===== config.mk =====
export PLATFORM = sky130hd
export DESIGN_NAME = pwm_dead_time
export DESIGN_NICKNAME = d
export VERILOG_FILES = /design/src/rtl/pwm_dt_pkg.sv /design/src/rtl/pwm_dt_timer.sv /design/src/rtl/pwm_dead_time.sv
export SDC_FILE = /design/constraint.sdc
export NUM_CORES = 1
export LEC_CHECK = 0
export ABC_AREA = 1
export CAP_MARGIN = 0
export CORE_ASPECT_RATIO = 0.6
export CORE_MARGIN = 2
export CORE_UTILIZATION = 50
export CTS_CLUSTER_DIAMETER = 150
export DETAILED_ROUTE_END_ITERATION = 10
export HOLD_SLACK_MARGIN = 0.08
export PLACE_DENSITY_LB_ADDON = 0.2
export SETUP_SLACK_MARGIN = 0.15
export SKIP_CTS_REPAIR_TIMING = 1
export SLEW_MARGIN = 20
export SYNTH_ARGS = -nofsm -noshare
export SYNTH_HDL_FRONTEND = slang
export SYNTH_SLANG_ARGS = --single-unit

===== constraint.sdc =====
create_clock -name clk_i -period 3.4 [get_ports clk_i]
set_clock_uncertainty 0.15 [all_clocks]
set_input_delay 0.68 -clock clk_i [delete_from_list [all_inputs] [get_ports clk_i]]
set_output_delay 0.68 -clock clk_i [all_outputs]
set_load 0.01 [all_outputs]

===== src/rtl/pwm_dt_pkg.sv =====
// Shared types for the dead-time PWM output stage: FSM state encoding and
// default dead-time counter width.
package pwm_dt_pkg;

  localparam int DT_WIDTH_DEF = 16;

  typedef enum logic [2:0] {
    ST_IDLE,
    ST_DT_TO_HIGH,
    ST_HIGH_ON,
    ST_DT_TO_LOW,
    ST_LOW_ON,
    ST_FAULT
  } pwm_dt_state_e;

endpackage


===== src/rtl/pwm_dt_timer.sv =====
// Dead-time down-counter: loads a value, counts down by one per dec_i cycle
// and saturates at zero. zero_o flags that the count has reached zero.
module pwm_dt_timer
  import pwm_dt_pkg::*;
#(
  parameter int DtWidth = DT_WIDTH_DEF
) (
  input  logic               clk_i,
  input  logic               rst_i,
  input  logic               load_i,
  input  logic [DtWidth-1:0] load_val_i,
  input  logic               dec_i,
  output logic               zero_o
);

  logic [DtWidth-1:0] cnt_q, cnt_d;

  // Load has priority over decrement; never wraps below zero.
  always_comb begin
    cnt_d = cnt_q;
    if (load_i)                  cnt_d = load_val_i;
    else if (dec_i && cnt_q != '0) cnt_d = cnt_q - 1'b1;
  end

  // Counter register, cleared by reset.
  always_ff @(posedge clk_i or posedge rst_i) begin
    if (rst_i) cnt_q <= '0;
    else       cnt_q <= cnt_d;
  end

  assign zero_o = (cnt_q == '0);

endmodule


===== src/rtl/pwm_dead_time.sv =====
// Complementary PWM driver with dead-time insertion and fault kill.
// Build option: define PWM_DT_FAULT_LATCH_EN to make FAULT sticky until
// fault_clr_i is pulsed with fault_i low; otherwise FAULT self-clears as
// soon as fault_i drops.
module pwm_dead_time
  import pwm_dt_pkg::*;
#(
  parameter int DtWidth = DT_WIDTH_DEF
) (
  input  logic               clk_i,
  input  logic               rst_i,
  input  logic               en_i,
  input  logic               pwm_i,
  input  logic [DtWidth-1:0] dead_time_i,
  input  logic               fault_i,
  input  logic               fault_clr_i,
  output logic               pwm_h_o,
  output logic               pwm_l_o,
  output logic               dt_active_o,
  output logic               fault_o
);

  localparam logic [DtWidth-1:0] DtOne = DtWidth'(1);

  pwm_dt_state_e state_q, state_d;
  logic pwm_h_q, pwm_h_d, pwm_l_q, pwm_l_d;
  logic dt_act_q, dt_act_d, fault_q, fault_d;
  logic tmr_load, tmr_dec, tmr_zero, dt_zero, fault_exit;

  // The timer holds D-1 on entry so that zero on the D-th dead-time cycle
  // means "leave now"; D=0 never loads because the DT state is skipped.
  pwm_dt_timer #(.DtWidth(DtWidth)) u_timer (
    .clk_i      (clk_i),
    .rst_i      (rst_i),
    .load_i     (tmr_load),
    .load_val_i (dead_time_i - DtOne),
    .dec_i      (tmr_dec),
    .zero_o     (tmr_zero)
  );

  assign dt_zero = (dead_time_i == '0);

`ifdef PWM_DT_FAULT_LATCH_EN
  assign fault_exit = !fault_i && fault_clr_i;
`else
  assign fault_exit = !fault_i;
  logic unused_fault_clr;
  assign unused_fault_clr = fault_clr_i;
`endif

  // Next-state logic: fault beats disable beats normal PWM tracking.
  always_comb begin
    state_d = state_q;
    tmr_dec = 1'b0;
    if (state_q == ST_FAULT) begin
      if (fault_exit) state_d = ST_IDLE;
    end else if (fault_i) begin
      state_d = ST_FAULT;
    end else if (!en_i) begin
      state_d = ST_IDLE;
    end else begin
      unique case (state_q)
        ST_IDLE:
          state_d = pwm_i ? (dt_zero ? ST_HIGH_ON : ST_DT_TO_HIGH)
                          : (dt_zero ? ST_LOW_ON  : ST_DT_TO_LOW);
        ST_HIGH_ON:
          if (!pwm_i) state_d = dt_zero ? ST_LOW_ON : ST_DT_TO_LOW;
        ST_LOW_ON:
          if (pwm_i)  state_d = dt_zero ? ST_HIGH_ON : ST_DT_TO_HIGH;
        // pwm_i reverting mid-interval returns to the side already safe.
        ST_DT_TO_HIGH:
          if (!pwm_i)        state_d = ST_LOW_ON;
          else if (tmr_zero) state_d = ST_HIGH_ON;
          else               tmr_dec = 1'b1;
        ST_DT_TO_LOW:
          if (pwm_i)         state_d = ST_HIGH_ON;
          else if (tmr_zero) state_d = ST_LOW_ON;
          else               tmr_dec = 1'b1;
        default: state_d = ST_IDLE;
      endcase
    end
    tmr_load = (state_d == ST_DT_TO_HIGH && state_q != ST_DT_TO_HIGH) ||
               (state_d == ST_DT_TO_LOW  && state_q != ST_DT_TO_LOW);
  end

  // Output decode from the next state so outputs are registered, glitch-free.
  always_comb begin
    pwm_h_d  = (state_d == ST_HIGH_ON);
    pwm_l_d  = (state_d == ST_LOW_ON);
    dt_act_d = (state_d == ST_DT_TO_HIGH) || (state_d == ST_DT_TO_LOW);
    fault_d  = (state_d == ST_FAULT);
  end

  // State and output registers, all cleared asynchronously by reset.
  always_ff @(posedge clk_i or posedge rst_i) begin
    if (rst_i) begin
      state_q  <= ST_IDLE;
      pwm_h_q  <= 1'b0;
      pwm_l_q  <= 1'b0;
      dt_act_q <= 1'b0;
      fault_q  <= 1'b0;
    end else begin
      state_q  <= state_d;
      pwm_h_q  <= pwm_h_d;
      pwm_l_q  <= pwm_l_d;
      dt_act_q <= dt_act_d;
      fault_q  <= fault_d;
    end
  end

  assign pwm_h_o     = pwm_h_q;
  assign pwm_l_o     = pwm_l_q;
  assign dt_active_o = dt_act_q;
  assign fault_o     = fault_q;

endmodule

# After elaboration in Yosys (flattened, before gate mapping)
# Index checks and enable logic that the tools add are counted.
# W data, S select, Z words.
dict set report word_totals {
  register_bits 23
  in_bits 22
}
dict set report classes {
  n_addsub 2
  eq_ne 12
  mux 23
  n_reduce_logical 10
}
# operator count
set ops {}
lappend ops {{$mux W3} 12}
lappend ops {{$logic_not A16 Y1} 2}
lappend ops {{$mux W16} 2}
lappend ops {{$sub A16 B1 Y16 const B} 2}
lappend ops {{$reduce_bool A16 Y1} 1}
lappend ops {{$pmux W3 S5} 1}
lappend ops {{$eq A3 B2 Y1 const B} 4}
lappend ops {{$eq A3 B3 Y1 const B} 4}
lappend ops {{$eq A3 B1 Y1 const B} 2}
lappend ops {{$mux W1} 6}
lappend ops {{$logic_and A1 B1 Y1} 3}
lappend ops {{$logic_not A3 Y1} 1}
lappend ops {{$ne A3 B1 Y1 const B} 1}
lappend ops {{$ne A3 B2 Y1 const B} 1}
lappend ops {{$logic_or A1 B1 Y1} 2}
lappend ops {{$mux W2} 1}
lappend ops {{$pmux W1 S2} 1}
lappend ops {{$reduce_bool A2 Y1} 1}

# Logic depth before layout (Yosys ltp)
dict set report depth {
  depth_word 11
  ltp_mapped 25
  depth_no_buf 24
}

# Hierarchy
# A second synthesis with hierarchy kept.
dict set report unflattened {
  cells_unflattened 293
  area_unflattened_um2 1896.8
}
# module instances cells_each area_per_inst_um2 seq_area_each_um2
set modules_own_cells {}
lappend modules_own_cells {pwm_dt_timer 1 170 1126.1 400.4}
lappend modules_own_cells {pwm_dead_time 1 123 770.7 175.2}

# Worst setup path before layout
# No wires, ideal clock.
dict set report synth_path {
  path_type {input to register}
  from {in dead_time_i[11]}
  to {reg u_timer.cnt_q[14]}
  t_arrival_ns 2.846
  t_required_ns 3.133
  setup_slack_ns 0.287
  cell_stages 23
  n_path_buf 1
  path_cell_list {inv_1 > nand3_1 > nor2_2 > nand2_1 > inv_1 > ha_1 > and3_1 > nor2_1 > nand2_1 > a21oi_2 > nand3_2 > nand2_2 > buf_6 > nand2_1 > nand2_2 > ha_1 > nand3_2 > nor2_4 > nand3_1 > nand2_1 > nand2_1 > nand2_1 > nand2_1}
}
dict set report synth_via {
  elab_chain_len 11
}
# item line
set synth_lines {}
lappend synth_lines {{start: declaration} pwm_dead_time.sv:14} ;# input logic [DtWidth-1:0] dead_time_i,
lappend synth_lines {{$logic_not A16 Y1} pwm_dead_time.sv:41} ;# assign dt_zero = (dead_time_i == '0);
lappend synth_lines {{$mux W2 or $mux W3 (tied branches)} --}
lappend synth_lines {{$mux W3 (on tied branches)} {pwm_dead_time.sv:69, pwm_dead_time.sv:64, pwm_dead_time.sv:67}}
lappend synth_lines {{$pmux W3 S5} pwm_dead_time.sv:62} ;# unique case (state_q)
lappend synth_lines {{$mux W3} pwm_dead_time.sv:59} ;# end else if (!en_i) begin
lappend synth_lines {{$mux W3} pwm_dead_time.sv:57} ;# end else if (fault_i) begin
lappend synth_lines {{$mux W3} pwm_dead_time.sv:55} ;# if (state_q == ST_FAULT) begin
lappend synth_lines {{$eq A3 B1 Y1 or $eq A3 B2 Y1 (tied branches)} {pwm_dead_time.sv:82, pwm_dead_time.sv:83}}
lappend synth_lines {{$logic_and A1 B1 Y1 (on tied branches)} {pwm_dead_time.sv:82, pwm_dead_time.sv:83}}
lappend synth_lines {{$logic_or A1 B1 Y1} pwm_dead_time.sv:82} ;# tmr_load = (state_d == ST_DT_TO_HIGH && state_q != ST_DT_TO_HIGH) ||
lappend synth_lines {{$mux W16 or $reduce_bool A2 Y1 (tied branches)} --}
lappend synth_lines {{end signal: assignment} pwm_dt_timer.sv:28} ;# else cnt_q <= cnt_d;
lappend synth_lines {{end: declaration} pwm_dt_timer.sv:16} ;# logic [DtWidth-1:0] cnt_q, cnt_d;
# Parallel ways exist; a longest one is shown, timed or not.
# A chain may end at the register's enable or synchronous reset.

# Worst setup path in the final report
dict set report layout_path {
  from {in en_i}
  to {reg u_timer.cnt_q[15]}
}
dict set report layout_via {
  elab_chain_len 7
}
# item line
set layout_lines {}
lappend layout_lines {{start: declaration} pwm_dead_time.sv:12} ;# input logic en_i,
lappend layout_lines {{$mux W3} pwm_dead_time.sv:59}
lappend layout_lines {{$mux W3} pwm_dead_time.sv:57}
lappend layout_lines {{$mux W3} pwm_dead_time.sv:55}
lappend layout_lines {{$eq A3 B1 Y1 or $eq A3 B2 Y1 (tied branches)} {pwm_dead_time.sv:82, pwm_dead_time.sv:83}}
lappend layout_lines {{$logic_and A1 B1 Y1 (on tied branches)} {pwm_dead_time.sv:82, pwm_dead_time.sv:83}}
lappend layout_lines {{$logic_or A1 B1 Y1} pwm_dead_time.sv:82}
lappend layout_lines {{$mux W16 or $reduce_bool A2 Y1 (tied branches)} --}
# Parallel ways exist; a longest one is shown, timed or not.

==> flow_metrics.env <==
export IMPL_clk_pin_slew_ns=0.08
export IMPL_synth_xor_xnor_area_share=0.00432
export IMPL_min_from="u_timer.cnt_q[14]"
export IMPL_pin_count=26
export IMPL_synth_adder_area_share=0.0123
export IMPL_synthArstFlopShare=1.00
export IMPL_p_seq_frac=0.290
export IMPL_worstHoldEndpoint="u_timer.cnt_q[14]"
export IMPL_max_freq_mhz=306
export IMPL_ir_drop_mv=0.404
export IMPL_portBuffers=24
export IMPL_status="finished clean"
export IMPL_detail_route_iter0_violations=292
export IMPL_comb_power_share=0.585
export IMPL_drive_gt1_frac=0.357
export IMPL_min_path_cells=2
export IMPL_grt_pass1_wl_um=9580
export IMPL_synth_top_area_share=0.284
export IMPL_finalSetupViolCount=0
export IMPL_hold_path_class="reg -> reg"
export IMPL_synth_simple_area_share=0.510
export IMPL_vias=2537
export IMPL_fin_crit_sh=0.961
export IMPL_ys_seq_area_frac=0.284
export IMPL_ys_flop_type="dfrtp_1"
export IMPL_cp_end_kind="flop"
export IMPL_syn_area_um2=2030
export IMPL_die_height_um=53.4
export IMPL_cts_root_buf="clkbuf_8"
export IMPL_finalSetupTns_ns=0
export IMPL_synth_compound_area_frac=0.0851
export IMPL_die_area_um2=4600
export IMPL_instances_no_fill=456
export IMPL_placedCellCount=440
export IMPL_synth_avg_cell_area_um2=6.04
export IMPL_ant_nets=0
export IMPL_viasPerCell=5.56
export IMPL_wirelength_um=6690
export IMPL_critical_path_class="in -> reg"
export IMPL_synth_distinct_cells=29
export IMPL_swShare=0.456
export IMPL_synth_top_family_by_area="simple AND/OR/NAND/NOR gates"
export IMPL_power_switching_uw=642
export IMPL_drc_errors=0
export IMPL_crit_required_ns=3.40
export IMPL_synth_ff_latch_count=23
export IMPL_drt_wirelength_per_cell_um=14.7
export IMPL_regToRegEndpoint="u_timer.cnt_q[15]"
export IMPL_layout_min_cycle_time_ns=3.27
export IMPL_power_uw=1410
export IMPL_p_int_uw=765
export IMPL_n_antenna_cell=0
export IMPL_coreArea_um2=3790
export IMPL_synthTopCellsByArea="dfrtp_1 (28%), nand2_1 (22%), nand3_1 (8.6%)"
export IMPL_antenna_found_initial=0
export IMPL_pwr_share_clk=0.125
export IMPL_dieWidth_um=86.3
export IMPL_grtUsageTotal=0.272
export IMPL_synth_area_leader_cell="dfrtp_1"
export IMPL_r2r_start="u_timer.cnt_q[13]"
export IMPL_critPathMaxFanout=6
export IMPL_synth_edff_count=0
export IMPL_numCtsBuffers=3
export IMPL_gp_congestion=0.900
export IMPL_dr_pass1_iters=5
export IMPL_netlist_instances=336
export IMPL_grt_max_degree=24
export IMPL_finalNetCount=434
export IMPL_synthMuxAreaShare=0
export IMPL_reg2reg_setup_slack_ns=0.34
export IMPL_syn_to_final_growth_pct=46.6
export IMPL_cts_tree="built"
export IMPL_max_slew_margin=0.383
export IMPL_yosys_warnings=0
export IMPL_cts_sinks=23
export IMPL_dp_hpwl_um=4440
export IMPL_p_leak_uw=0.00155
export IMPL_start_kind="input port"
export IMPL_cts_htree_levels=1
export IMPL_initial_core_util=0.536
export IMPL_r2r_cells=20
export IMPL_grt_ovfl_total=0
export IMPL_final_hold_violation_count=0
export IMPL_clockBufferDepth=2
export IMPL_slew_viol_final=0
export IMPL_cp_data_arrival_time_ns=3.27
export IMPL_cap_violations=0
export IMPL_syn_num_nets=360
export IMPL_power_density_nw_per_um2=473
export IMPL_tightest_slew_ns=0.925
export IMPL_rsz0062_at_grt="false"
export IMPL_grt_pass1_vias=2082
export IMPL_clk_latency_ns=0.27
export IMPL_row_count=17
==> through the flow <==
stage	area, µm²	utilization	hold slack, ns	setup WS (ns)
2_1_floorplan	2030	-	0.321	0.287
3_3_place_gp	2580	0.683	0.343	-0.382
3_5_place_dp	2580	0.683	0.351	-0.460
4_1_cts	2630	0.695	0.371	-0.199
5_1_grt	2980	0.786	0.388	0.0147
6_report	2980	0.786	0.363	0.133
==> final cells by class <==
class                           instances  area (µm²)
Timing Repair Buffer                   78         651
Clock buffer                            4        45.0
Multi-Input combinational cell        263        1490
Sequential cell                        23         576
Tap cell                               47        58.8
Fill cell                             262         811
Inverter                               41         154
==> worst max-delay path: stages <==
cell and delay [ns]:
clkdlybuf4s50_1 0.58, o21ai_0 0.19, nor2_2 0.26, nand2_4 0.09, nor2_4 0.10, nand3_4 0.15
buf_4 0.17, buf_4 0.15, nand3_1 0.08, nand2_1 0.11, nor2_1 0.20, nand2_1 0.09
nor2_1 0.13, nand2_1 0.12, nand2_1 0.09, a21boi_1 0.07
==> synth_stat cells, drive strengths merged (2+ instances only) <==
cell type,number
nand2,128
o21ai,19
ha,2
dfrtp,23
buf,8
nor2,51
a21oi,7
inv,40
nand4,3
nand3b,5
nor3,3
nand3,40
==> how the worst max path moves through the flow <==
stage	start	endpoint	slack, ns	cells past startpoint
5_1_grt	dead_time_i[8]	u_timer.cnt_q[14]	0.01	24
2_1_floorplan	dead_time_i[11]	u_timer.cnt_q[14]	0.29	23
3_3_place_gp	dead_time_i[1]	u_timer.cnt_q[12]	-0.38	26
6_report	en_i	u_timer.cnt_q[15]	0.13	16
4_1_cts	dead_time_i[1]	u_timer.cnt_q[14]	-0.20	24
3_5_place_dp	dead_time_i[1]	u_timer.cnt_q[14]	-0.46	24
==> state kept, by name (all words and copies together), names as in the netlist <==
signal / count
dt_active_o: 1
fault_o: 1
state_q: 3
pwm_l_o: 1
pwm_h_o: 1
u_timer.cnt_q: 16
==> kinds of logic (layout without fill, tap and decap cells) <==
family,count (synthesis),count (layout)
compound gates,29,29
xor+xnor,1,1
fa+ha+maj,2,2
buf+inv,50,123
flops,23,23
simple gates,231,231
==> power by group through the flow <==
| stage | Clock, µW | Combinational (µW) | Sequential, µW |
|---|---|---|---|
| after detailed placement | 0 | 665 | 407 |
| final | 176 | 824 | 408 |
| after global routing | 193 | 899 | 416 |
| after CTS | 178 | 671 | 402 |
| after floorplan | 0 | 448 | 395 |
| after global placement | 0 | 649 | 403 |
==> per-layer routing <==
layer,up-vias,track usage,part of all wire,wire (µm)
met5,-,0,0,0
met4,0,0.0339,0.029,191
met3,34,0.0343,0.10,696
met2,180,0.428,0.44,2960
met1,1123,0.409,0.43,2850
li1,1200,-,-,-
==> cells in the final DEF, fill, tap and decap left out, types with 2 or more instances in the layout <==
master | synthesis | routed
clkbuf_8 | 0 | 3
dfrtp_1 | 23 | 23
nand3b_1 | 5 | 5
buf_4 | 1 | 48
nor2_4 | 2 | 9
nor2_2 | 8 | 14
buf_6 | 2 | 6
nand4_1 | 3 | 3
inv_1 | 35 | 30
inv_2 | 5 | 10
o21ai_1 | 6 | 6
ha_4 | 0 | 2
nand3_1 | 35 | 31
dlymetal6s2s_1 | 0 | 5
nand2_4 | 0 | 2
nor2_1 | 41 | 28
clkbuf_2 | 0 | 10
o21ai_0 | 11 | 10
nor3_1 | 3 | 3
nand2_1 | 118 | 101
o21ai_2 | 2 | 2
a21oi_1 | 4 | 4
nand3_4 | 0 | 5
nand2_2 | 10 | 24
clkdlybuf4s50_1 | 0 | 7
nand3_2 | 5 | 4
a21oi_4 | 0 | 3
(Power assumes the default switching activity.)
